File: src/rtl/btn_frontend.sv
// Button front-end: synchronises and debounces four raw pushbuttons and turns
// presses into a latched run flag, timed range/speed display windows and a reset level.
module btn_frontend #(
    parameter int DB_CYCLES   = 50000,
    parameter int HOLD_CYCLES = 150000000
) (
    input  logic i_clk,
    input  logic i_rst,
    input  logic i_btn_start,
    input  logic i_btn_range,
    input  logic i_btn_speed,
    input  logic i_btn_reset,
    output logic o_start_stop,
    output logic o_range_disp,
    output logic o_speed_disp,
    output logic o_rst
);

    localparam int DBW = (DB_CYCLES > 1) ? $clog2(DB_CYCLES) : 1;
    localparam int HW  = (HOLD_CYCLES > 1) ? $clog2(HOLD_CYCLES) : 1;
    localparam logic [DBW-1:0] DB_LAST   = DBW'(DB_CYCLES - 1);
    localparam logic [HW-1:0]  HOLD_LAST = HW'(HOLD_CYCLES - 1);

    // Button index: 0 start, 1 range, 2 speed, 3 user reset.
    localparam int B_START = 0;
    localparam int B_RANGE = 1;
    localparam int B_SPEED = 2;
    localparam int B_RESET = 3;

    typedef enum logic [1:0] {
        ST_IDLE  = 2'd0,
        ST_RANGE = 2'd1,
        ST_SPEED = 2'd2
    } disp_state_e;

    logic [3:0]     sync1_q, sync1_d;
    logic [3:0]     sync2_q, sync2_d;
    logic [3:0]     stable_q, stable_d;
    logic [DBW-1:0] cnt_q [4];
    logic [DBW-1:0] cnt_d [4];
    logic [3:0]     commit;
    logic [3:0]     press;
    logic           user_rst;
    logic           press_start, press_range, press_speed;

    logic           run_q, run_d;
    disp_state_e    state_q, state_d;
    logic [HW-1:0]  timer_q, timer_d;

    always_comb begin
        sync1_d = {i_btn_reset, i_btn_speed, i_btn_range, i_btn_start};
        sync2_d = sync1_q;
        for (int i = 0; i < 4; i++) begin
            stable_d[i] = stable_q[i];
            cnt_d[i]    = '0;
            commit[i]   = 1'b0;
            if (sync2_q[i] != stable_q[i]) begin
                if (cnt_q[i] == DB_LAST) begin
                    commit[i]   = 1'b1;
                    stable_d[i] = ~stable_q[i];
                end else begin
                    cnt_d[i] = cnt_q[i] + 1'b1;
                end
            end
        end
        press = commit & ~stable_q;
        // The next reset level gates presses so a reset commit beats same-cycle presses.
        user_rst    = stable_d[B_RESET];
        press_start = press[B_START] & ~user_rst;
        press_range = press[B_RANGE] & ~user_rst;
        press_speed = press[B_SPEED] & ~user_rst;
    end

    always_comb begin
        run_d   = run_q;
        state_d = state_q;
        timer_d = timer_q;
        if (user_rst) begin
            run_d   = 1'b0;
            state_d = ST_IDLE;
            timer_d = '0;
        end else begin
            if (press_start) run_d = ~run_q;
            if (press_range) begin
                state_d = ST_RANGE;
                timer_d = HOLD_LAST;
            end else if (press_speed) begin
                state_d = ST_SPEED;
                timer_d = HOLD_LAST;
            end else if (state_q != ST_IDLE) begin
                if (timer_q == '0) state_d = ST_IDLE;
                else               timer_d = timer_q - 1'b1;
            end
        end
    end

    always_ff @(posedge i_clk or posedge i_rst) begin
        if (i_rst) begin
            sync1_q  <= '0;
            sync2_q  <= '0;
            stable_q <= '0;
            for (int i = 0; i < 4; i++) cnt_q[i] <= '0;
            run_q    <= 1'b0;
            state_q  <= ST_IDLE;
            timer_q  <= '0;
        end else begin
            sync1_q  <= sync1_d;
            sync2_q  <= sync2_d;
            stable_q <= stable_d;
            for (int i = 0; i < 4; i++) cnt_q[i] <= cnt_d[i];
            run_q    <= run_d;
            state_q  <= state_d;
            timer_q  <= timer_d;
        end
    end

    assign o_start_stop = run_q;
    assign o_range_disp = (state_q == ST_RANGE);
    assign o_speed_disp = (state_q == ST_SPEED);
    assign o_rst        = stable_q[B_RESET];

endmodule

File: config.mk
export PLATFORM = sky130hd
export DESIGN_NAME = btn_frontend
export DESIGN_NICKNAME = d
export VERILOG_FILES = /design/src/rtl/btn_frontend.sv
export SDC_FILE = /design/constraint.sdc
export NUM_CORES = 1
export LEC_CHECK = 0
export ABC_AREA = 1
export CAP_MARGIN = 25
export CORE_MARGIN = 2
export CORE_UTILIZATION = 30
export DETAILED_ROUTE_END_ITERATION = 8
export PLACE_DENSITY = 0.44
export SYNTH_ARGS = -nofsm -noshare
export SYNTH_HDL_FRONTEND = slang
export SYNTH_SLANG_ARGS = --single-unit
File: constraint.sdc
create_clock -name i_clk -period 7 [get_ports i_clk]
set_clock_uncertainty 0.1 [all_clocks]
set_input_delay 1.75 -clock i_clk [delete_from_list [all_inputs] [get_ports i_clk]]
set_output_delay 1.75 -clock i_clk [all_outputs]
set_load 0.005 [all_outputs]
Word level (Yosys, flattened, before mapping) --
Index checks and enable logic that the tools add are counted.
Operators by class: add/subtract/negate cells 5, multiply operators 0, div/mod/pow operators 0, order comparisons 0, eq/ne operators 11, shift-type cells 0, mux-type cells 28, bitwise gates (word level) 11, reductions and logical operators 10
Operators with widths (number):
- 2-to-1 mux 28 bit | 5
- 2-to-1 mux 16 bit | 8
- adder 16 x 1 -> 16 bit (second input constant) | 4
- equality test 16 bit (second input constant) | 4
- zero test 28 bit | 1
- subtractor 28 x 1 -> 28 bit (second input constant) | 1
- 2-to-1 mux 1 bit | 10
- 2-to-1 mux 2 bit | 5
- AND reduction 2 bit | 5
- nonzero test 4 bit | 2
- inverter 1 bit | 6
- inequality test 1 bit | 4
- inequality test 4 bit (second input constant) | 1
- nonzero test 2 bit | 2
- AND 1 bit | 3
- AND 3 bit | 1
- inverter 3 bit | 1
- equality test 2 x 1 -> 1 bit (second input constant) | 1
- equality test 2 bit (second input constant) | 1
Word-level totals: flip-flop bits (word level) 107, bits in latches 0, bits in writable memories 0, ROM bits 0, output and inout port bits 4, word-level logic and storage cells 78, memories kept 0

Logic depth before layout (Yosys ltp) --
Gate-level depths: netlist of run 1.
word-level depth 8, gate-level depth with buffers 12, gate-level depth less buffers 12

Worst setup path before layout of run 1 --
Ideal clock, no wire load.
kind register to output, start register state_q[0], end output o_speed_disp, data arrival time 503 ps, required time 5150 ps, setup slack 4647 ps, stages on the path, launching flop included 2, path through dfrtp_1 > nor2_1
On the way: longest elaborated chain between the ends 1
Ends and longest elaborated chain:
- start, declared | line 47 | disp_state_e state_q, state_d;
- start signal, assigned | line 112 | state_q <= state_d;
- equality test 2 bit | line 119 | assign o_speed_disp = (state_q == ST_SPEED);
- end, declared | line 15 | output logic o_speed_disp,
No other way between the ends.

Worst setup path in the final report of run 1 --
start register state_q[1], end output o_speed_disp
The elaborated chain is that of the path after synthesis.

==> impl_metrics.tcl, run 1 <==
set metrics [dict create \
    status "completed" \
    drc 0 \
    dr.pass1.iters 4 \
    post_cts_resized 0 \
    crit_type "register to primary output" \
    final_nets 821 \
    core_area_mm2 0.0195 \
    synth_fp_nets 804 \
    worst_r2r_endpoint "timer_q[18]$_DFFE_PP0P_" \
    rsz0062_at_grt "false" \
    synthFlopType "dfrtp_1" \
    p_int_mw 0.926 \
    grt_remaining_overflow 0 \
    htree_levels 3 \
    power.total_mw 1.20 \
    die_h_um 145 \
    dp.cells 1063 \
    drive_gt1_share_pct 8.60 \
    netlist.area_leader.share_pct 45.0 \
    synthArstFlopShare_pct 100 \
    r2r-start "timer_q[0]$_DFFE_PP0P_" \
    yosys.area.top_type "dfrtp_1" \
    hold_start "sync1_q[1]$_DFF_PP0_" \
    yosysWarningCount 0 \
    portBuffers 9 \
    pre_cts_ws_ns 3.38 \
    cts_hold_buf 0 \
    grt_util_all_layers_pct 13.6 \
    holdPathEnd "sync2_q[1]$_DFF_PP0_" \
    grt_pass1_vias 4529 \
    clockPowerShare_pct 44.2 \
    via_count 4778 \
    whs_path_depth 0 \
    die_area_mm2 0.0210 \
    reg2regPathDepth 11 \
    path_cells "inv_1 -> nor2_1 -> clkdlybuf4s50_1" \
    area_growth_pct 11.6 \
    slowest_stage "clkdlybuf4s50_1" \
    swShare_pct 22.7 \
    ant_nets 0 \
    holdCritPathClass "register to register" \
    finalSetupViolCount 0 \
    r2r_setup_slack_ns 4.95 \
    powerDensity_mw_per_mm2 180 \
    die_w_um 145 \
    cts_tree "built" \
    vias_per_cell 4.43 \
    period_needed_ns 3.27 \
    yosys-top-cells-area "dfrtp_1 45%, nand2_1 12%, nor2_1 8.8%" \
    cts.sinks 107 \
    grt_pass1_wl_um 22500 \
    power_switching_mw 0.272 \
    root_buffer "clkbuf_16" \
    wl_per_cell_um 12.0 \
    dp_hpwl_um 9350 \
    yosysMostFrequentCell "nand2_1" \
    fin_crit_sh_pct 46.7 \
    hold_viol 0 \
    grt_max_degree 66 \
    initial_core_util_pct 30.6 \
    cp-end-kind "primary output" \
    arrival_ns 1.42 \
    n_antenna_cell 0 \
    critPathMaxStageDelay_ns 0.51 \
    fmax_mhz 306 \
    required_ns 5.15 \
    insertion_delay_ns 0.36 \
    num_rows 51 \
    syn_avg_cell_area_um2 7.51 \
    clk_path_buf_depth 2 \
    postPlaceCellArea_mm2 0.00634 \
    gp_congestion 0.811 \
    wl_um 13000 \
    cap_violations 0 \
    seqPwrFrac_pct 52.7 \
    fillCellCount 2081 \
    syn_area_mm2 0.00595 \
    combPwrFrac_pct 3.0 \
    fin_ws_ns 3.73 \
    cp-start-kind "register" \
    irDropWorstVdd_uv 112 \
    tightest_slew_ns 0.833 \
    fin_area_mm2 0.00664 \
    setup_tns_ns 0 \
    antenna_found_initial 0 \
    drtIter0Drc 194 \
    synthCells 792 \
    slew_violations 0 \
    slew_headroom_pct 44.4 \
    ys_ff_latch 107 \
    num_io_pins 10 \
    yosysUniqueCellTypes 39 \
    cp_max_fo 4 \
    clk_pin_slew_worst_paths_ns 0.07 \
    ys_seq_area_share_pct 45.0 \
    synth_commonest_cells "188 x nand2_1, 140 x nor2_1, 107 x dfrtp_1" \
    power_leakage_nw 3.24 \
    synth_edf_count 0 \
    numCtsBuffers 9 \
    final_cells 1079 \
    cts_setup_buffers 0 \
]
[power groups by stage]
stage | clock network, mW | logic (mW) | registers (mW)
after floorplan | 0 | 0.0257 | 0.642
after global placement | 0 | 0.0383 | 0.644
after detailed placement | 0 | 0.0381 | 0.644
after CTS | 0.554 | 0.0382 | 0.631
after global routing | 0.570 | 0.0441 | 0.632
final | 0.530 | 0.0365 | 0.631
[worst max-delay path by stage]
stage                     slack, ns  depth (start not counted)              startpoint                      to
final                          3.73                          3  state_q[1]$_DFFE_PP0P_            o_speed_disp
after global placement         3.39                          3                   i_rst     cnt_q[27]$_DFF_PP0_
after detailed placement       3.38                          3                   i_rst     cnt_q[61]$_DFF_PP0_
after floorplan                2.33                          1                   i_rst      cnt_q[0]$_DFF_PP0_
after global routing           3.61                          3                   i_rst  timer_q[8]$_DFFE_PP0P_
after CTS                      3.71                          3  state_q[1]$_DFFE_PP0P_            o_speed_disp
[through the flow]
stage | utilization [%] | hold slack, ns
final | 34.1 | 0.254
after global routing | 34.1 | 0.257
after CTS | 34.1 | 0.256
after detailed placement | 32.6 | 0.239
after global placement | 32.6 | 0.238
after floorplan | - | 0.231
[cell usage in the layout, fill, tap and decap left out, types with 3 or more instances in the layout]
| master | n |
|---|---|
| nand2_1 | 188 |
| nor2_1 | 140 |
| dfrtp_1 | 107 |
| inv_1 | 95 |
| nand3_1 | 56 |
| a21oi_1 | 34 |
| nor3_1 | 27 |
| o21ai_0 | 23 |
| nand4_1 | 16 |
| xor2_1 | 15 |
| nor2_2 | 13 |
| inv_2 | 9 |
| clkbuf_16 | 9 |
| clkdlybuf4s50_1 | 9 |
| ha_1 | 6 |
| nor3b_1 | 5 |
| or2_2 | 5 |
| nor2_4 | 5 |
| nand2_2 | 5 |
| o21ai_1 | 4 |
| nand3_2 | 3 |
| xnor2_1 | 3 |
| nor4_1 | 3 |
| nand3b_1 | 3 |
[logic make-up after synthesis]
family                     count (synthesis)  share of synthesized area (%)
AOI/OAI and AO/OA                         70                           6.44
and+or+nand+nor                          481                           37.2
DFF                                      107                           45.0
buffers and inverters                    110                           7.44
xor gates and xnor gates                  18                           2.65
adders and majority gates                  6                           1.26
[final cells by class]
type / count / area [um2] / area share [%]
multi-input combinational: 575 / 2830 / 42.6
sequential: 107 / 2680 / 40.3
inverter: 106 / 400 / 6.03
tap: 265 / 332 / 4.99
clock buffer: 11 / 243 / 3.66
timing repair buffer: 10 / 97.6 / 1.47
clock inverter: 5 / 60.1 / 0.905
[routing by layer]
| metal | GRT usage (%) | up-vias | part of all wire (%) |
|---|---|---|---|
| met4 | 4.91 | 0 | 1.7 |
| met2 | 20.6 | 38 | 43 |
| li1 | - | 2562 | - |
| met3 | 1.68 | 16 | 1.4 |
| met1 | 19.9 | 2162 | 54 |
| met5 | 0 | - | 0 |
[state kept, by name, summed over array words and instances, names as in the netlist]
name / cells
stable_q: 4
timer_q: 28
o_start_stop: 1
sync2_q: 4
sync1_q: 4
cnt_q: 64
state_q: 2
[critical path, delay by kind of cell (launching register included)]
kind,cells,cell delay (ns)
and+or+nand+nor,1,0.10
DFF,1,0.40
buffers and inverters,2,0.56
No activity file was read; power rests on OpenSTA's default activity.
==> run 2, diff against run 1 <==
PLACE_DENSITY = 0.46   (was 0.44)
clock period = 2.8 ns   (was 7 ns; I/O delays follow)
==> run 2 against run 1 <==
Net effect:
- sequential power rose to 2.5 times the previous value
- power rose to 2.7 times the previous value
- hold slack worse by 0.0053 ns
- final cell count increased by 0.46%
- combinational power grew to 2.8 times the previous value
- critical path depth fell by 1
==> impl_metrics.tcl, run 2 (same netlist as run 1, synthesis figures left out) <==
set metrics [dict create \
    worst_r2r_endpoint "timer_q[18]$_DFFE_PP0P_" \
    holdCritPathClass "register to register" \
    layout_commonest_cell "nand2_1" \
    insertion_delay_ns 0.35 \
    clk_path_buf_depth 2 \
    cts_tree "built" \
    crit_type "register to primary output" \
    reg_top3 "cnt_q x64, timer_q x28" \
    die_h_um 145 \
    cp-end-kind "primary output" \
    r2r-start "timer_q[0]$_DFFE_PP0P_" \
    portBuffers 9 \
    grt_max_degree 43 \
    initial_core_util_pct 30.6 \
    cts_setup_buffers 0 \
    grt_pass1_wl_um 22500 \
    top_register "cnt_q" \
    antenna_found_initial 0 \
    cp_max_fo 4 \
    num_io_pins 10 \
    pre_cts_ws_ns 0.757 \
    setup_tns_ns 0 \
    largest_reg_flops 64 \
    via_count 4838 \
    path_cells "nor2_1 -> clkdlybuf4s50_1" \
    cts.sinks 107 \
    final_nets 826 \
    seqCellArea_mm2 0.00268 \
    clk_pin_slew_worst_paths_ns 0.07 \
    period_needed_ns 2.18 \
    grt_pass1_vias 4615 \
    multi_input_area_mm2 0.00283 \
    status "completed" \
    layout_common_cells "188 x nand2_1, 140 x nor2_1, 107 x dfrtp_1" \
    die_w_um 145 \
    core_area_mm2 0.0195 \
    reg2regPathDepth 11 \
    dp_hpwl_um 9560 \
    whs_path_depth 0 \
    numCtsBuffers 9 \
    hold_start "sync1_q[3]$_DFF_PP0_" \
    n_antenna_cell 0 \
    post_cts_resized 0 \
    tightest_slew_ns 0.532 \
    root_buffer "clkbuf_16" \
    die_area_mm2 0.0210 \
    area_growth_pct 13.6 \
    fmax_mhz 459 \
    arrival_ns 1.38 \
    hold_viol 0 \
    cts_hold_buf 0 \
    drive_gt1_share_pct 9.28 \
    rsz0062_at_grt "false" \
    wl_um 12800 \
    htree_levels 3 \
    powerDensity_mw_per_mm2 474 \
    fillCellCount 2023 \
    slowest_stage "clkdlybuf4s50_1" \
    drtIter0Drc 206 \
    final_cells 1084 \
    power_leakage_nw 3.29 \
    critPathMaxStageDelay_ns 0.50 \
    wl_per_cell_um 11.8 \
    fin_ws_ns 0.621 \
    grt_remaining_overflow 0 \
    ant_nets 0 \
    slew_violations 0 \
    cp-start-kind "register" \
    drc 0 \
    grt_util_all_layers_pct 13.5 \
    slew_headroom_pct 64.4 \
    required_ns 2.00 \
    holdPathEnd "sync2_q[3]$_DFF_PP0_" \
    fin_crit_sh_pct 77.8 \
    r2r_setup_slack_ns 0.73 \
    finalSetupViolCount 0 \
    num_rows 51 \
    cap_violations 0 \
    gp_congestion 0.793 \
    irDropWorstVdd_uv 314 \
    vias_per_cell 4.46 \
    dp.cells 1068 \
    dr.pass1.iters 5 \
]
run 2: critical path: cells and delay by family (launching register included):
family / cells / cell delay, ns
flops: 1 / 0.42
buf+inv: 1 / 0.50
simple gates: 1 / 0.11
run 2: metal layers:
| metal | up-vias | GRT usage [%] | share of wire [%] |
|---|---|---|---|
| met3 | 11 | 2.57 | 2.4 |
| met1 | 2215 | 18.6 | 50 |
| met5 | - | 0 | 0 |
| li1 | 2564 | - | - |
| met4 | 0 | 3.88 | 1.1 |
| met2 | 48 | 21.5 | 47 |
run 2: power by group:
group	switching (mW)	internal [mW]	total, mW	leakage [nW]
Sequential	0.0145	1.56	1.58	1.47
Clock	0.611	0.911	1.52	0.175
Combinational	0.0665	0.0344	0.101	1.65
Total	0.692	2.51	3.20	3.29
run 2: through the flow:
stage	instance area (um2)	power, mW	hold slack (ns)	utilization, %
final	6760	3.20	0.249	34.7
after global routing	6760	3.34	0.261	34.7
after CTS	6760	3.27	0.253	34.7
after global placement	6400	1.71	0.234	32.9
after floorplan	5950	1.67	0.231	-
after detailed placement	6400	1.71	0.236	32.9
run 2: how the worst max path moves through the flow:
stage,from,endpoint,slack [ns]
6_report,state_q[1]$_DFFE_PP0P_,o_range_disp,0.62
5_1_grt,state_q[1]$_DFFE_PP0P_,o_speed_disp,0.51
4_1_cts,state_q[0]$_DFFE_PP0P_,o_range_disp,0.59
3_5_place_dp,timer_q[0]$_DFFE_PP0P_,timer_q[18]$_DFFE_PP0P_,0.76
3_3_place_gp,timer_q[0]$_DFFE_PP0P_,timer_q[18]$_DFFE_PP0P_,0.78
2_1_floorplan,i_rst,cnt_q[0]$_DFF_PP0_,0.71
run 2: cell type report:
type / count / area share [%]
Inverter: 106 / 5.94
Clock inverter: 6 / 1.76
Clock buffer: 10 / 3.54
Timing Repair Buffer: 15 / 2.37
Sequential cell: 107 / 39.6
Tap cell: 265 / 4.91
Multi-Input combinational cell: 575 / 41.9
==> run 3, diff against run 2 <==
clock period = 1.8 ns   (was 2.8 ns; I/O delays follow)
==> run 3 against run 2 <==
Net effect:
- the flow now finishes with violations (negative setup slack)
- non-clock buffer count up 109
- register-to-register slack got worse by 0.74 ns
- first-iteration DRC count up 0.49%
- setup slack lost 0.63 ns
- power up 47%
- clock power up 36%
- sequential cell count is the same
- critical path depth is 8 higher
- combinational power rose by 82%
- count of clock-buffer cells in the layout is 1 lower
- design area grew 17%
- die area unchanged
- highest routed layer unchanged
==> impl_metrics.tcl, run 3 (same netlist as run 1, synthesis figures left out) <==
set metrics [dict create \
    met2_usage_pct 24.6 \
    grt_max_degree 43 \
    tightest_slew_ns 0.431 \
    vias_per_cell 4.42 \
    ant_nets 0 \
    grtUsageMet1_pct 19.9 \
    via_count 5276 \
    htree_levels 3 \
    fmax_mhz 554 \
    die_h_um 145 \
    cp_max_fo 8 \
    period_needed_ns 1.81 \
    cp-start-kind "register" \
    required_ns 1.93 \
    grt_remaining_overflow 0 \
    rsz0062_at_grt "true" \
    area_growth_pct 32.7 \
    final_core_utilization_pct 40.6 \
    crit_type "register to register" \
    hold_ws_ns 0.250 \
    reg_top3 "cnt_q x64, timer_q x28" \
    powerDensity_mw_per_mm2 594 \
    insertion_delay_ns 0.35 \
    root_buffer "clkbuf_16" \
    grt_util_all_layers_pct 14.8 \
    num_rows 51 \
    fin_ws_ns -0.00541 \
    largest_reg_flops 64 \
    clk_path_buf_depth 2 \
    portBuffers 9 \
    core_area_mm2 0.0195 \
    cp-end-kind "register" \
    whs_path_depth 0 \
    irDropWorstVdd_uv 528 \
    n_antenna_cell 0 \
    top_register "cnt_q" \
    slew_headroom_pct 71.3 \
    holdCritPathClass "register to register" \
    die_area_mm2 0.0210 \
    combPwrFrac_pct 3.9 \
    num_io_pins 10 \
    drive_gt1_share_pct 28.5 \
    clk_pin_slew_worst_paths_ns 0.07 \
    dp_hpwl_um 10500 \
    seqPwrFrac_pct 52.3 \
    finalSetupViolCount 2 \
    clockPowerShare_pct 43.8 \
    layout_common_cells "168 x nand2_1, 116 x nor2_1, 103 x buf_4" \
    final_nets 937 \
    wl_per_cell_um 12.1 \
    wl_um 14500 \
    grt_pass1_wl_um 24600 \
    power_leakage_nw 3.89 \
    p_int_mw 3.60 \
    status "complete, but fails checks" \
    cts_hold_buf 0 \
    dr.pass1.iters 4 \
    gp_congestion 0.794 \
    slew_violations 0 \
    layout_commonest_cell "nand2_1" \
    power_switching_mw 1.10 \
    die_w_um 145 \
    drtIter0Drc 207 \
    cap_violations 0 \
    cts.sinks 107 \
    cts_tree "built" \
    initial_core_util_pct 30.6 \
    arrival_ns 1.94 \
    swShare_pct 23.4 \
    antenna_found_initial 0 \
    numCtsBuffers 9 \
    hold_viol 0 \
    drc 0 \
    use_met3_pct 2.20 \
    reg2regPathDepth 10 \
    fin_crit_sh_pct 100 \
    grt.busiest_layer "met2" \
    grt_pass1_vias 5200 \
    violations "negative setup slack" \
]
run 3: area by class of cell:
cell class	instances	area [um2]
tap	265	332
timing repair buffer	124	1020
multi-input combinational	577	3170
sequential	107	2690
clock buffer	9	225
inverter	106	402
clock inverter	6	71.3
fill	2021	11600
run 3: metrics by stage:
stage / cells / power [mW] / TNS [ns] / worst slack [ns] / cell area [um2]
3_3_place_gp: 1161 / 2.68 / -0.262 / -0.0267 / 7100
5_1_grt: 1194 / 4.91 / -1.78 / -0.0966 / 7900
3_5_place_dp: 1161 / 2.68 / -0.725 / -0.0599 / 7100
2_1_floorplan: 792 / 2.60 / -4.01 / -0.0375 / 5950
6_report: 1194 / 4.69 / -0.00918 / -0.00541 / 7900
4_1_cts: 1185 / 4.77 / 0 / 0.000535 / 7500
run 3: final timing paths:
check / startpoint / slack, ns / endpoint
max: timer_q[1]$_DFFE_PP0P_ / -0.005 / timer_q[20]$_DFFE_PP0P_
min: sync1_q[0]$_DFF_PP0_ / 0.25 / sync2_q[0]$_DFF_PP0_
max reg2reg: timer_q[1]$_DFFE_PP0P_ / -0.005 / timer_q[20]$_DFFE_PP0P_
min reg2reg: sync1_q[0]$_DFF_PP0_ / 0.25 / sync2_q[0]$_DFF_PP0_
max in group asynchronous: i_rst / 0.73 / timer_q[9]$_DFFE_PP0P_
min in group asynchronous: i_rst / 0.42 / o_start_stop$_DFFE_PP0P_
run 3: critical path: stages, from the launching register on:
cell and delay, ns:
dfrtp_1 0.40, inv_2 0.12, ha_4 0.14, nand2_2 0.06, nor2_4 0.12, nand3_4 0.08, nor2_4 0.16, nor2_4 0.08
o21a_4 0.27, nand2_1 0.08, nand2_1 0.06
run 3: power groups by stage:
| stage | logic, mW | clock network (mW) | registers, mW |
|---|---|---|---|
| after floorplan | 0.101 | 0 | 2.50 |
| after global placement | 0.183 | 0 | 2.50 |
| after detailed placement | 0.182 | 0 | 2.50 |
| after CTS | 0.183 | 2.14 | 2.45 |
| after global routing | 0.216 | 2.23 | 2.46 |
| final | 0.184 | 2.06 | 2.45 |
run 3: per-layer routing:
metal	vias up	part of all wire [%]	wire, um
met2	23	47	6870
met5	-	0	0
met3	17	1.5	222
li1	2797	-	-
met4	0	1.3	192
met1	2439	50	7190
run 3: what timing repair did:
item	CTS	global route
gates resized for setup	12	103
pin swaps	5	38
gates cloned	1	1
endpoints found under the setup margin	23	53
endpoints found under the hold margin	0	0
setup buffers	8	8
==> variant 1 (flow settings as in run 2) <==
The parameter `HOLD_CYCLES` goes from 150000000 to 300000000.
--- a/src/rtl/btn_frontend.sv
+++ b/src/rtl/btn_frontend.sv
@@ -3,5 +3,5 @@
 module btn_frontend #(
     parameter int DB_CYCLES   = 50000,
-    parameter int HOLD_CYCLES = 150000000
+    parameter int HOLD_CYCLES = 300000000
 ) (
     input  logic i_clk,
Check against the original RTL: same outputs for any inputs over 10 cycles, from zero or initial values and one cycle with i_rst high; that may be too few to reach the edited logic, so the function may still have changed.
==> variant 1 against run 2 <==
- core utilization down 0.13 points
- critical endpoint is now timer_q[28]
- design area down 3.6%
- synthesized area is 2.9% lower
- sequential cell count up 1
- wire length fell by 1.7%
- critical path type is now reg2reg
- sequential share of layout area rose by 1.9 points
- total power shrank 5.0%
- worst setup slack got worse by 0.16 ns
- first-iteration DRC count did not move
- count of clock-buffer cells in the layout rose by 2
==> variant 1: results (changes against run 2) <==
antenna violations before repair=0 (unchanged); peak supply drop=279 uV (was 314 uV); Synth Instances=764 (was 792); DPL Wire Length=9050 microns (was 9560 microns); Seq/Total Area, Yosys=46.8% (was 45.0%); post-cts sizing count=0 (unchanged); DR iter-0 viols=206 (unchanged); router iterations before antenna repair=6 (was 5); pin count of the biggest net entering global routing=109 (was 43); overall track demand over capacity in global routing=13.6% (was 13.5%); Yosys cell types=36 (was 39); Root Buffer=clkbuf_16 (unchanged); CP max stage delay=0.46 ns (was 0.50 ns); Lkg Pwr=0.00316 uW (was 0.00329 uW); WL/cell=12.0 microns (was 11.8 microns); syn_nets=776 (was 804); global placement routability congestion=0.809 (was 0.793); first-pass GRT wire length=22000 microns (was 22500 microns); Inserted Diodes=0 (unchanged); Synth Warn #=0 (unchanged); proportion of power drawn by the clock network=44.4% (was 47.5%); Critical Path AT=2.50 ns (was 1.38 ns); drt via density=4.47 (was 4.46); Post-CTS Setup Inserts=0 (unchanged); share of post-route cells with drive strength above 1=5.70% (was 9.28%); ys async rst share=100% (unchanged); Nets=796 (was 826); ranking of synthesized cells by area=dfrtp_1, nand2_1, nor2_1 (unchanged); Commonest cells post-synth=nand2_1, nor2_1, dfrtp_1 (unchanged); IO Port Bufs=9 (unchanged); vias in the first global route=4577 (was 4615); worst-skew pair later-pin latency=0.36 ns; Tightest Hold Check Type=reg2reg (unchanged); largest registers=cnt_q (64), timer_q (29) (was cnt_q (64), timer_q (28)); Pint=2360 uW (was 2510 uW); Clock Pin Slew Worst Setup and Hold Paths=0.08 ns; Clock Path Buffers=2 (unchanged); Inserted Clock Buffers=9 (unchanged); Layout Cells excl Fill=1049 (was 1084); Synth Flop Type=dfrtp_1 (unchanged); CP max-delay cell=nor2_4 (was clkdlybuf4s50_1); worst-margin pin slew=0.579 ns (was 0.532 ns); H-tree lvl count=3 (unchanged); outcome=finished, final reports clean (unchanged); critical-path maximum fanout=21 (was 4)
[variant 1: logic make-up (layout without fill, tap and decap cells)]
family	after synthesis	after routing	share of synthesized area [%]
AOI/OAI and AO/OA	87	87	7.99
xor gates and xnor gates	24	24	3.64
adders and majority gates	6	6	1.30
buffers and inverters	105	130	7.25
DFF	108	108	46.8
muxes	1	1	0.195
and+or+nand+nor	433	433	32.8
[variant 1: per-stage QoR]
stage / total power [uW] / worst slack (ns) / utilization (%) / hold slack (ns) / instance area [sq um]
after floorplan: 1690 / 0.698 / - / 0.231 / 5780
after global placement: 1730 / 0.544 / 32.9 / 0.246 / 6200
after detailed placement: 1730 / 0.476 / 32.9 / 0.247 / 6200
after CTS: 3100 / 0.435 / 34.6 / 0.264 / 6510
after global routing: 3190 / 0.198 / 34.6 / 0.269 / 6510
final: 3040 / 0.457 / 34.6 / 0.259 / 6510
[variant 1: cell type report]
type	count	area, sq um
tap	260	325
clock inverter	4	56.3
inverter	101	384
clock buffer	12	256
multi-input combinational	551	2660
sequential	108	2700
timing repair buffer	13	133
fill	1989	12300
[variant 1: final timing paths]
kind / start / to / slack, ns / cells after the start
min in group asynchronous: i_rst / timer_q[7] / 0.76 / 3
worst min register to register: sync1_q[3] / sync2_q[3] / 0.26 / 0
worst min-delay path: sync1_q[3] / sync2_q[3] / 0.26 / 0
worst max-delay path: cnt_q[0] / timer_q[28] / 0.46 / 10
max in group asynchronous: i_rst / timer_q[14] / 1.41 / 3
worst max register to register: cnt_q[0] / timer_q[28] / 0.46 / 10
[variant 1: critical path: cells and delay by family, from the launching register on]
family	cells	cell delay, ns
DFF	1	0.37
adders and majority gates	1	0.19
and+or+nand+nor	9	1.58
[variant 1: power groups by stage]
stage                     registers, uW  clock network (uW)  logic [uW]
after global placement             1620                   0         104
after floorplan                    1620                   0        66.6
after global routing               1590                1480         117
final                              1590                1350        98.5
after detailed placement           1620                   0         104
after CTS                          1590                1400         104
[variant 1: per-layer routing]
layer  GRT usage, %  up-vias  share of wire, %
met1           18.1     2162                51
li1               -     2467                 -
met4           3.91        0               1.0
met3           3.42       11               2.7
met2           21.9       44                46
met5              0        -                 0
==> variant 2 (settings of run 2) <==
Made on the original files. Register the outputs `o_range_disp` and `o_speed_disp`, cleared by the reset; this adds one clock of latency there. The other outputs are not delayed to match.
--- a/src/rtl/btn_frontend.sv
+++ b/src/rtl/btn_frontend.sv
@@ -116,6 +116,13 @@
 
     assign o_start_stop = run_q;
-    assign o_range_disp = (state_q == ST_RANGE);
-    assign o_speed_disp = (state_q == ST_SPEED);
+    always_ff @(posedge i_clk or posedge i_rst) begin
+        if (i_rst) begin
+            o_range_disp <= '0;
+            o_speed_disp <= '0;
+        end else begin
+            o_range_disp <= (state_q == ST_RANGE);
+            o_speed_disp <= (state_q == ST_SPEED);
+        end
+    end
     assign o_rst        = stable_q[B_RESET];
 
Formal check against the unedited RTL: same outputs for any inputs over 10 cycles, from zero or initial values and one cycle with i_rst high; that may be too few to reach the edited logic, so the function may still have changed.
==> variant 2 against run 2 <==
- synthesized area up 1.1%
- sequential cell count grew 2
- cell count grew 1.0%
- die area is 1.1% higher
- design area is 0.59% lower
- non-clock buffer count fell by 4
- worst setup slack gained 0.079 ns
- wire length up 1.2%
- worst hold slack better by 0.0063 ns
- total power shrank 5.5%
==> variant 2: results (changes against run 2) <==
router iterations before antenna repair=4 (was 5); CP max stage delay=0.53 ns (was 0.50 ns); Clock Pin Slew Worst Setup and Hold Paths=0.07 ns (about the same); Clock Path Buffers=2 (unchanged); Tightest Hold Check Type=reg2reg (unchanged); first-pass GRT wire length=22600 microns (was 22500 microns); overall track demand over capacity in global routing=12.9% (was 13.5%); DP Area=6420 sq um (was 6400 sq um); worst-skew pair later-pin latency=0.35 ns (about the same); vias in the first global route=4691 (was 4615); antenna violations before repair=0 (unchanged); CP max-delay cell=clkdlybuf4s50_1 (unchanged); DPL Wire Length=9450 microns (was 9560 microns); DR iter-0 viols=231 (was 206); worst r2r src=cnt_q[0] (was timer_q[0]); Synth Warn #=0 (unchanged); Slew HR=48.9% (was 64.4%); H-tree lvl count=3 (unchanged); Nets=837 (was 826); largest registers=cnt_q (64), timer_q (28) (unchanged); Biggest register=cnt_q (unchanged); ranking of synthesized cells by area=dfrtp_1, nand2_1, nor2_1 (unchanged); Worst setup startpoint=stable_q[3] (was state_q[1]); syn_nets=820 (was 804); global placement routability congestion=0.777 (was 0.793); grt met1 use=17.3% (was 18.6%); Root Buffer=clkbuf_16 (unchanged); post-cts sizing count=0 (unchanged); IO Port Bufs=9 (unchanged); outcome=finished, final reports clean (unchanged); Seq/Total Area, Yosys=45.3% (was 45.0%); share of post-route cells with drive strength above 1=6.63% (was 9.28%); Post-CTS Setup Inserts=0 (unchanged); critical-path maximum fanout=3 (was 4); Pint=2350 uW (was 2510 uW); Lkg Pwr=0.00328 uW (was 0.00329 uW); Critical Path AT=1.30 ns (was 1.38 ns); DRT Wirelength=12900 microns (was 12800 microns); ys async rst share=100% (unchanged); Commonest cells post-synth=nand2_1, nor2_1, inv_1 (was nand2_1, nor2_1, dfrtp_1); min-delay src=sync1_q[0] (was sync1_q[3]); family with the most delay on the worst path=buffers and inverters (unchanged); Setup Slack @ Placement=0.808 ns (was 0.757 ns); peak supply drop=262 uV (was 314 uV); GRT met3 Usage=2.54% (was 2.57%); Inserted Clock Buffers=9 (unchanged); Yosys cell types=40 (was 39); Synth Flop Type=dfrtp_1 (unchanged); grt met2 use=21.4% (was 21.5%); Inserted Diodes=0 (unchanged); vias=4883 (was 4838); pin count of the biggest net entering global routing=74 (was 43)
[variant 2: layout make-up]
class / count / area (sq um)
Clock buffer: 12 / 246
Fill cell: 2128 / 12900
Multi-Input combinational cell: 568 / 2760
Tap cell: 265 / 332
Clock inverter: 4 / 55.1
Inverter: 126 / 477
Sequential cell: 109 / 2730
Timing Repair Buffer: 11 / 118
[variant 2: path summary, 6_finish.rpt]
check                        endpoint  slack [ns]  depth (start not counted)
min                        sync2_q[0]        0.26                          0
min reg2reg                sync2_q[0]        0.26                          0
max in group asynchronous  timer_q[6]        1.39                          3
max                             o_rst        0.70                          1
min in group asynchronous  sync2_q[0]        0.55                          2
max reg2reg                timer_q[2]        0.79                          9
[variant 2: power groups by stage]
stage	logic, uW	registers (uW)	clock network [uW]
floorplan	65.8	1640	0
global placement	100	1640	0
detailed placement	100	1640	0
CTS	100	1610	1390
global route	114	1610	1440
finish	94.6	1610	1320
[variant 2: logic make-up (layout without fill, tap and decap cells)]
logic type | count (synthesis) | after routing | synth area share (%)
and+or+nand+nor | 468 | 468 | 35.2
adders and majority gates | 6 | 6 | 1.25
DFF | 109 | 109 | 45.3
AOI/OAI and AO/OA | 74 | 74 | 6.51
buffers and inverters | 131 | 153 | 8.75
xor gates and xnor gates | 19 | 19 | 2.77
muxes | 1 | 1 | 0.187
[variant 2: through the flow]
stage               hold slack, ns  cells
global route                 0.262   1095
global placement             0.241   1079
floorplan                    0.231    808
finish                       0.255   1095
detailed placement           0.242   1079
CTS                          0.260   1095
[variant 2: layer usage]
layer	vias up	wire length [microns]
li1	2584	-
met1	2245	6480
met2	44	6020
met3	10	312
met4	0	138
met5	-	0
